==> config.mk <==
export PLATFORM = sky130hd
export DESIGN_NAME = dbus_bridge
export DESIGN_NICKNAME = d
export VERILOG_FILES = /design/src/rtl/dbus_bridge.sv
export SDC_FILE = /design/constraint.sdc
export NUM_CORES = 1
export LEC_CHECK = 0
export CAP_MARGIN = 20
export CORE_AREA = 2 2 159 161
export CTS_BUF_LIST = sky130_fd_sc_hd__clkbuf_8 sky130_fd_sc_hd__clkbuf_16
export DETAILED_ROUTE_END_ITERATION = 16
export DIE_AREA = 0 0 161 163
export HOLD_SLACK_MARGIN = 0.03
export PLACE_DENSITY = 0.8
export SYNTH_ARGS = -nofsm -noshare
export SYNTH_HDL_FRONTEND = slang
export SYNTH_SLANG_ARGS = --single-unit
==> constraint.sdc <==
create_clock -name clk -period 3.2 [get_ports clk]
set_input_delay 0.8 -clock clk [delete_from_list [all_inputs] [get_ports clk]]
set_output_delay 0.8 -clock clk [all_outputs]
set_load 0.005 [all_outputs]
==> src/rtl/dbus_bridge.sv <==
// dbus_bridge: turns one memory-stage dbus request into a single valid/ready memory transaction,
// with natural-alignment checking and a watchdog that forces an error completion.
module dbus_bridge #(
    parameter int TIMEOUT_CYCLES = 255,
    parameter int CNT_W          = 8
) (
    input  logic        clk,
    input  logic        reset,
    input  logic        dreq_valid,
    input  logic [63:0] dreq_addr,
    input  logic [2:0]  dreq_size,
    input  logic [7:0]  dreq_strobe,
    input  logic [63:0] dreq_data,
    output logic        dresp_addr_ok,
    output logic        dresp_data_ok,
    output logic [63:0] dresp_data,
    output logic        mreq_valid,
    input  logic        mreq_ready,
    output logic [63:0] mreq_addr,
    output logic        mreq_we,
    output logic [7:0]  mreq_strobe,
    output logic [63:0] mreq_wdata,
    input  logic        mresp_valid,
    input  logic [63:0] mresp_rdata,
    output logic        misalign_err,
    output logic        timeout_err
);
    typedef enum logic [1:0] {IDLE, REQ, WAIT, RESP} state_t;
    localparam logic [CNT_W-1:0] LIMIT = CNT_W'(TIMEOUT_CYCLES);
    state_t state, state_n;
    logic [CNT_W-1:0] cnt, cnt_inc;
    logic skip, aligned, start, busy, done, expired;
    always_comb begin
        aligned = dreq_size == 3'd0 ? 1'b1 :
                  dreq_size == 3'd1 ? !dreq_addr[0] :
                  dreq_size == 3'd2 ? dreq_addr[1:0] == 2'b0 : dreq_addr[2:0] == 3'b0;
        // skip masks the cycle right after RESP, before the upstream clear is visible
        start   = state == IDLE && dreq_valid && !skip;
        busy    = state == REQ || state == WAIT;
        cnt_inc = &cnt ? cnt : cnt + 1'b1;
        done    = ((state == REQ && mreq_ready) || state == WAIT) && mresp_valid;
        expired = busy && !done && cnt_inc == LIMIT;
        state_n = state;
        unique case (state)
            IDLE:    state_n = start ? (aligned ? REQ : RESP) : IDLE;
            REQ:     state_n = done || expired ? RESP : mreq_ready ? WAIT : REQ;
            WAIT:    state_n = done || expired ? RESP : WAIT;
            default: state_n = IDLE;
        endcase
    end
    always_ff @(posedge clk) begin
        if (reset) begin
            state         <= IDLE;
            skip          <= 1'b0;
            cnt           <= '0;
            mreq_valid    <= 1'b0;
            mreq_addr     <= '0;
            mreq_we       <= 1'b0;
            mreq_strobe   <= '0;
            mreq_wdata    <= '0;
            dresp_addr_ok <= 1'b0;
            dresp_data_ok <= 1'b0;
            dresp_data    <= '0;
            misalign_err  <= 1'b0;
            timeout_err   <= 1'b0;
        end else begin
            state         <= state_n;
            skip          <= state == RESP;
            cnt           <= start ? '0 : busy ? cnt_inc : cnt;
            mreq_valid    <= state_n == REQ;
            dresp_addr_ok <= state_n == RESP;
            dresp_data_ok <= state_n == RESP;
            misalign_err  <= start && !aligned;
            if (start) begin
                mreq_addr   <= {dreq_addr[63:3], 3'b000};
                mreq_we     <= |dreq_strobe;
                mreq_strobe <= dreq_strobe;
                mreq_wdata  <= dreq_data;
            end
            if (start && !aligned)
                dresp_data <= '0;
            else if (done)
                dresp_data <= mreq_we ? 64'h0 : mresp_rdata;
            else if (expired)
                dresp_data <= '1;
            if (expired)
                timeout_err <= 1'b1;
        end
    end
endmodule

[Yosys cells after proc, flatten, opt, wreduce, memory -nomap -nowiden]
Cells that the tools add are included.
Storage, ports and cells
  word-level logic and storage cells: 57
  register bits: 213
  bits of input ports: 208
Operators by class
  add/subtract/negate cells: 1
  multiplexer cells: 13
  reduce and logical (&&, ||, !) cells: 23
  equality and inequality tests: 8
Operator list (count)
  two-way mux 64 bit: 3
  adder 8 x 1 -> 8 bit, second input constant: 1
  equality test 8 bit, second input constant: 1
  two-way mux 2 bit: 4
  two-way mux 8 bit: 1
  AND reduction 8 bit: 1
  OR reduction 8 bit: 1
  logical AND 1 bit: 7
  equality test 2 bit, second input constant: 3
  logical NOT 3 bit: 2
  one-hot mux 2 bit (3 select lines): 1
  equality test 2 x 1 -> 1 bit, second input constant: 2
  logical NOT 1 bit: 4
  logical NOT 2 bit: 2
  two-way mux 1 bit: 4
  OR reduction 2 bit: 2
  equality test 3 x 1 -> 1 bit, second input constant: 1
  equality test 3 x 2 -> 1 bit, second input constant: 1
  logical OR 1 bit: 3
  nonzero test 2 bit: 1

[Longest topological paths before layout]
Gate-level depths: netlist (run 1).
  depth in word-level cells: 11
  mapped depth: 9
  gate-level depth less buffers: 7

[Worst setup path before layout (run 1)]
No wires, ideal clock.
  path type: input -> register
  start: in dreq_size[0]
  end: reg dresp_data[0]
  stages on the path: 7
  path slack: 0.865 ns
  path buffers: 2
  required time: 3.140 ns
  data arrival time: 2.276 ns
  library setup time: 0.060 ns
  path through: o21a_1 o22a_1 o21ai_0 nor2b_1 buf_2 clkbuf_1 o311a_1
Between the ends
  word-level cells in the longest chain between the ends: 7
  elaborated cells on any way between the ends: 9
  classes of those cells: eq/ne: 2; mux: 3; reduce/logical: 4
RTL lines
  start: declaration: line 11  | input logic [2:0] dreq_size,
  equality test 3 x 2 -> 1 bit: line 36  | dreq_size == 3'd2 ? dreq_addr[1:0] == 2'b0 : dreq_addr[2:0] == 3'b0;
  two-way mux 1 bit: line 36
  two-way mux 1 bit: line 35  | dreq_size == 3'd1 ? !dreq_addr[0] :
  two-way mux 1 bit *: line 34  | aligned = dreq_size == 3'd0 ? 1'b1 :
  logical NOT 1 bit *: line 80  | if (start && !aligned)
  logical AND 1 bit *: line 80
  OR reduction 2 bit (no line) *
  end signal: assignment: line 83  | dresp_data <= mreq_we ? 64'h0 : mresp_rdata;
  end: declaration: line 16  | output logic [63:0] dresp_data,
Every way passes the cells marked *; elsewhere a longest branch is shown, timed or not.
A chain may end at the register's enable or synchronous reset.

[Worst setup path in the final report (run 1)]
  start: reg cnt[0]
  end: reg dresp_data[6]
Between the ends
  word-level cells in the longest chain between the ends: 5
  elaborated cells on any way between the ends: 6
  classes of those cells: add/sub: 1; eq/ne: 1; mux: 1; reduce/logical: 3
RTL lines
  start: declaration: line 31  | logic [CNT_W-1:0] cnt, cnt_inc;
  start signal: assignment: line 69  | cnt <= start ? '0 : busy ? cnt_inc : cnt;
  adder 8 x 1 -> 8 bit / AND reduction 8 bit (equally long branches): line 40  | cnt_inc = &cnt ? cnt : cnt + 1'b1;
  two-way mux 8 bit *: line 40
  equality test 8 bit *: line 42  | expired = busy && !done && cnt_inc == LIMIT;
  logical AND 1 bit *: line 42
  nonzero test 2 bit (no line) *
Marks and branches as above.

==> metrics, run 1 <==
flops & latches, synth=between 200 and 250; Tcrit/Tclk final=0.822; worst slack at placement=327 ps; RSZ-0062 raised after global routing=no; MaxCap Viol Count=0; Req. time, crit path=around 3600 ps; setup tns final=0 ps; Chip Width=161 um; TritonCTS clock tree=yes; vias in the first global route=7840; Setup Fix Bufs, Post-CTS=0; Mean Syn Cell Area=a little over 8 sq um; hpwl dp=18400 um; Startpoint Class=register; DIE AREA=approximately 0.026 sq mm; dpl cells=between 1500 and 2000; Vias=~8300; commonest non-fill, non-tap cell in the layout=clkdlybuf4s50_1; clk_skew=10.3 ps; Bufs on Longest Clock Path=3; hold crit path type=reg -> reg; commonest cells after routing, fill and taps aside=clkdlybuf4s50_1, nand2_1, dfxtp_1; WS Path Type=reg -> reg; Leakage=between 5 and 6 nW; Tot Pwr=7.63 mW; Peak VDD IR=around 0.5 mV; layout cells sized above 1=0.0431; top_reg_cell synth=dfxtp_1; Hold Fails Final Rpt=0; Mapped Area=between 0.008 and 0.009 sq mm; Root Driver=clkbuf_16; post-DR wirelength/cell=around 15 um; Congestion Overflow GR=0; Area Growth Syn to Fin=62.4%; # IOs=between 400 and 500; Yosys cell types=47; EDFF count, synth=0; core area=0.0247 sq mm; Synthesis Warnings=0; run status=finished clean; num rows=58; Hold Path Cell Cnt=2; first-pass GRT wire length=39600 um; CTS Buf Count=23; Worst-Margin Slew=~640 ps; CP max FO=47; CTS hold repair buffers=0; post-DR vias/cell=about 4.9; clock latency on the worst-skew pair=around 500 ps; Total Routing Usage GR=0.183; RePlAce Congestion=0.832; FILL cells=about 2200; Post-Syn Instances=994; n_diodes=0; fin crit period=2630 ps; DRC errors left=0; PwrDens=roughly 570 mW/mm^2; drt first pass iters=5; Final Max Slew Viols=0; Setup WS post-layout=between 500 and 600 ps; IO buf count=about 400; clock slew at reported path FFs=around 60 ps; Nets=about 1600; initial antenna violation count=0; CP endpoint kind=register; share of async-settable or async-resettable flops after synthesis=0; Fmax=between 0.3 and 0.4 GHz; reg2reg path depth=7; largest net degree at the start of global routing=about 130; post_cts resized=0; final WL=between 20000 and 30000 um; clk sinks=~210; Final ANT Viol Nets=0; H-tree depth=1; data arrival time of the critical path=just over 3000 ps; die span in y=~160 um; Starting Density=0.332; Worst slew margin=0.575; Initial DRC Count=710; sequential fraction of the synthesis area=0.521; final cell count without fillers=~1700; hold_ws=around 450 ps; # setup viols final=0
-- layer usage --
layer | vias up | GRT usage | share of wire
met4 | 0 | 0.0653 | 0.032
met5 | - | 0 | 0
met2 | 352 | 0.330 | 0.49
li1 | 4051 | - | -
met1 | 3807 | 0.202 | 0.38
met3 | 55 | 0.0616 | 0.098
-- cell families after synthesis --
| kind of cell | count (synthesis) | share of synthesized area |
|---|---|---|
| simple gates | 321 | 0.159 |
| compound gates | 291 | 0.227 |
| flops | 213 | 0.521 |
| buf+inv | 159 | 0.0813 |
| fa+ha+maj | 5 | 0.00764 |
| xor+xnor | 2 | 0.00214 |
| mux | 2 | 0.00244 |
| other cells | 1 | 0.000458 |
-- critical path: stages, from the launching register on --
cell and delay (ps):
dfxtp_1 560, ha_1 390, and2_1 240, nand3_1 200
a32oi_1 430, and2_4 300, buf_12 240, o311a_1 180
-- through the flow --
stage | area [sq um] | utilization
after floorplan | 8200 | -
after global placement | 12500 | 0.508
after detailed placement | 12500 | 0.508
after CTS | 13300 | 0.539
after global routing | 13300 | 0.539
final | 13300 | 0.539
-- final cells by class --
| class | instances | area (sq um) | share of cell area |
|---|---|---|---|
| timing repair buffer | 426 | 4310 | 0.324 |
| sequential | 213 | 4270 | 0.321 |
| multi-input combinational | 624 | 3290 | 0.247 |
| clock buffer | 26 | 617 | 0.0464 |
| tap | 330 | 413 | 0.0310 |
| inverter | 68 | 255 | 0.0192 |
| clock inverter | 11 | 151 | 0.0114 |
-- worst paths after layout --
check	startpoint	to	slack, ps
min	mreq_wdata[21]$_SDFFE_PP0P_	mreq_wdata[21]$_SDFFE_PP0P_	450
max reg2reg	cnt[0]$_SDFFE_PP0N_	dresp_data[6]$_SDFFE_PP0P_	570
min reg2reg	mreq_wdata[21]$_SDFFE_PP0P_	mreq_wdata[21]$_SDFFE_PP0P_	450
max	cnt[0]$_SDFFE_PP0N_	dresp_data[6]$_SDFFE_PP0P_	570
-- power breakdown --
group | switching (mW) | total, mW | internal [mW]
combinational | 0.824 | 1.81 | 0.982
clock | 1.03 | 2.72 | 1.68
sequential | 0.165 | 3.11 | 2.94
total | 2.02 | 7.63 | 5.61
-- cells in the mapped netlist, types with 2 or more instances --
cell type | number | area share
nand4_1 | 4 | 0.0031
dfxtp_1 | 213 | 0.52
ha_1 | 5 | 0.0076
a31oi_1 | 2 | 0.0015
buf_2 | 7 | 0.0043
buf_4 | 4 | 0.0037
nor3_1 | 3 | 0.0018
clkbuf_1 | 71 | 0.033
o311a_1 | 64 | 0.078
inv_1 | 68 | 0.031
and4b_1 | 2 | 0.0024
a311oi_1 | 2 | 0.0021
buf_6 | 6 | 0.0082
mux2i_1 | 2 | 0.0024
a21oi_1 | 142 | 0.087
buf_1 | 3 | 0.0014
nand3_1 | 6 | 0.0037
nor2b_1 | 6 | 0.0046
nand2_1 | 276 | 0.13
nor2_1 | 14 | 0.0064
o21ai_0 | 67 | 0.041
nor4_1 | 2 | 0.0015
-- state kept, by name (all words and copies together) (netlist names) --
signal and cells:
mreq_strobe 8, mreq_addr 61, misalign_err 1, skip 1
cnt 8, dresp_data 64, timeout_err 1, dresp_data_ok 1
mreq_valid 1, mreq_wdata 64, mreq_we 1, state 2
No activity file was read; power rests on OpenSTA's default activity.
==> inputs of run 2 (changes only) <==
--- a/config.mk
+++ b/config.mk
@@ -11,7 +11,7 @@
 export DETAILED_ROUTE_END_ITERATION = 16
 export DIE_AREA = 0 0 161 163
 export HOLD_SLACK_MARGIN = 0.03
-export PLACE_DENSITY = 0.8
+export PLACE_DENSITY = 0.83
 export SYNTH_ARGS = -nofsm -noshare
 export SYNTH_HDL_FRONTEND = slang
 export SYNTH_SLANG_ARGS = --single-unit
==> constraint.sdc (replaced) <==
create_clock -name clk -period 2.4 [get_ports clk]
set_input_delay 0.6 -clock clk [delete_from_list [all_inputs] [get_ports clk]]
set_output_delay 0.6 -clock clk [all_outputs]
set_load 0.005 [all_outputs]
==> metrics, run 2 (synthesis results as in run 1) <==
run status=finished clean (unchanged); largest net degree at the start of global routing=127 (was 134); Detail Route met2 WL=13800 um (was 12900 um); Hold Fails Final Rpt=0 (unchanged); Tot Pwr=10.4 mW (was 7.63 mW); Worst slew margin=0.590 (was 0.575); Congestion Overflow GR=0 (unchanged); Net Switching=2.81 mW (was 2.02 mW); combinational share of power=0.245 (was 0.237); hold crit path type=in -> reg (was reg -> reg); dpl cells=1685 (was 1661); Sw Share=0.270 (was 0.265); WS Path Type=reg -> reg (unchanged); data arrival time of the critical path=2690 ps (was 3070 ps); Initial DRC Count=582 (was 710); num rows=58 (unchanged); clock slew at reported path FFs=60 ps (about the same); Bufs on Longest Clock Path=3 (unchanged); met3 wire len=2650 um (was 2580 um); CTS Buf Count=24 (was 23); CTS hold repair buffers=0 (unchanged); RePlAce Congestion=0.823 (was 0.832); PwrDens=766 mW/mm^2 (was 574 mW/mm^2); Total Routing Usage GR=0.194 (was 0.183); Area Growth Syn to Fin=65.9% (was 62.4%); clock latency on the worst-skew pair=510 ps (was 500 ps); Chip Width=161 um (unchanged); first-pass GRT wire length=41700 um (was 39600 um); post-DR vias/cell=4.93 (was 4.87); Final Max Slew Viols=0 (unchanged); reg2reg setup slack=160 ps (was 570 ps); Vias=8503 (was 8265); final core utilization=0.551 (was 0.539); Starting Density=0.332 (unchanged); hold_ws=441 ps (was 451 ps); fin crit period=2240 ps (was 2630 ps); DIE AREA=0.0262 sq mm (unchanged); sequential power share=0.398 (was 0.407); n_diodes=0 (unchanged); Startpoint Class=register (unchanged); WL met1=10300 um (was 9960 um); # setup viols final=0 (unchanged); Leakage=5.72 nW (was 5.56 nW); biggest regs=dresp_data: 64 flops, mreq_wdata: 64 flops, mreq_addr: 61 flops (unchanged); MaxCap Viol Count=0 (unchanged); CP endpoint kind=register (unchanged); Placed Area=0.0128 sq mm (was 0.0125 sq mm); commonest non-fill, non-tap cell in the layout=clkdlybuf4s50_1 (unchanged); clock share of power=0.358 (was 0.356); # IOs=414 (unchanged); IO buf count=410 (unchanged); layout cells sized above 1=0.0638 (was 0.0431); Max Used Layer=met4 (unchanged); Peak VDD IR=0.625 mV (was 0.498 mV); final WL=27500 um (was 26300 um); hpwl dp=19400 um (was 18400 um); Design Area, Final=0.0136 sq mm (was 0.0133 sq mm); TritonCTS clock tree=yes (unchanged); Req. time, crit path=2850 ps (was 3640 ps); Fmax=0.446 GHz (was 0.380 GHz); commonest cells after routing, fill and taps aside=clkdlybuf4s50_1, nand2_1, dfxtp_1 (unchanged); clk_skew=11.5 ps (was 10.3 ps); RSZ-0062 raised after global routing=no (unchanged); Root Driver=clkbuf_16 (unchanged); Tcrit/Tclk final=0.934 (was 0.822); Final ANT Viol Nets=0 (unchanged); post_cts resized=0 (unchanged); initial antenna violation count=0 (unchanged); Setup Fix Bufs, Post-CTS=0 (unchanged); vias in the first global route=8151 (was 7840); DRC errors left=0 (unchanged); core area=0.0247 sq mm (unchanged); post-DR wirelength/cell=15.9 um (was 15.5 um); CP max FO=25 (was 47); Worst-Margin Slew=614 ps (was 638 ps); Internal=7.59 mW (was 5.61 mW); clk sinks=213 (unchanged); die span in y=163 um (unchanged); drt first pass iters=5 (unchanged); Nets=1594 (was 1569); H-tree depth=1 (unchanged); final cell count without fillers=1725 (was 1698)
## run 2: cell count changes in the layout (fill, tap and decap cells not counted), moves of 2 or more
cell and change:
buf_12 +5, buf_4 +19, bufinv_16 -2, clkbuf_16 +2, clkbuf_8 +3
## run 2: path summary, 6_finish.rpt
check | end | cells after the start | from
setup / recovery | dresp_data[0]$_SDFFE_PP0P_ | 7 | cnt[1]$_SDFFE_PP0N_
hold / removal | timeout_err$_SDFFE_PP0P_ | 2 | reset
setup reg to reg | dresp_data[0]$_SDFFE_PP0P_ | 7 | cnt[1]$_SDFFE_PP0N_
hold reg to reg | mreq_addr[47]$_SDFFE_PP0P_ | 2 | mreq_addr[47]$_SDFFE_PP0P_
## run 2: layout make-up
type,instances,area [sq um]
Clock buffer,31,708
Fill cell,2137,11100
Tap cell,330,413
Inverter,68,255
Multi-Input combinational cell,624,3300
Clock inverter,9,95.1
Timing Repair Buffer,450,4550
Sequential cell,213,4270
## run 2: power groups by stage
stage	sequential, mW	clock, mW	combinational (mW)
after global routing	4.18	3.95	2.76
after CTS	4.14	3.80	2.56
after detailed placement	4.21	0	2.54
final	4.14	3.72	2.54
after floorplan	4.21	0	0.983
after global placement	4.19	0	2.49
## run 2: layer usage
metal | up-vias | track usage
li1 | 4110 | -
met1 | 3953 | 0.216
met2 | 396 | 0.353
met3 | 44 | 0.0621
met4 | 0 | 0.0609
met5 | - | 0
## run 2: worst max-delay path: stages, from the launching register on
cell	delay [ps]
dfxtp_1	370
ha_2	400
nand3b_4	70
a211o_1	320
a2111oi_4	370
and2_4	280
buf_12	180
o311a_1	160
## run 2: metrics by stage
step	setup WS [ps]	TNS, ps
final	159	0
after global routing	31.9	0
after CTS	94.1	0
after detailed placement	-85.6	-3300
after global placement	17.6	0
after floorplan	265	0
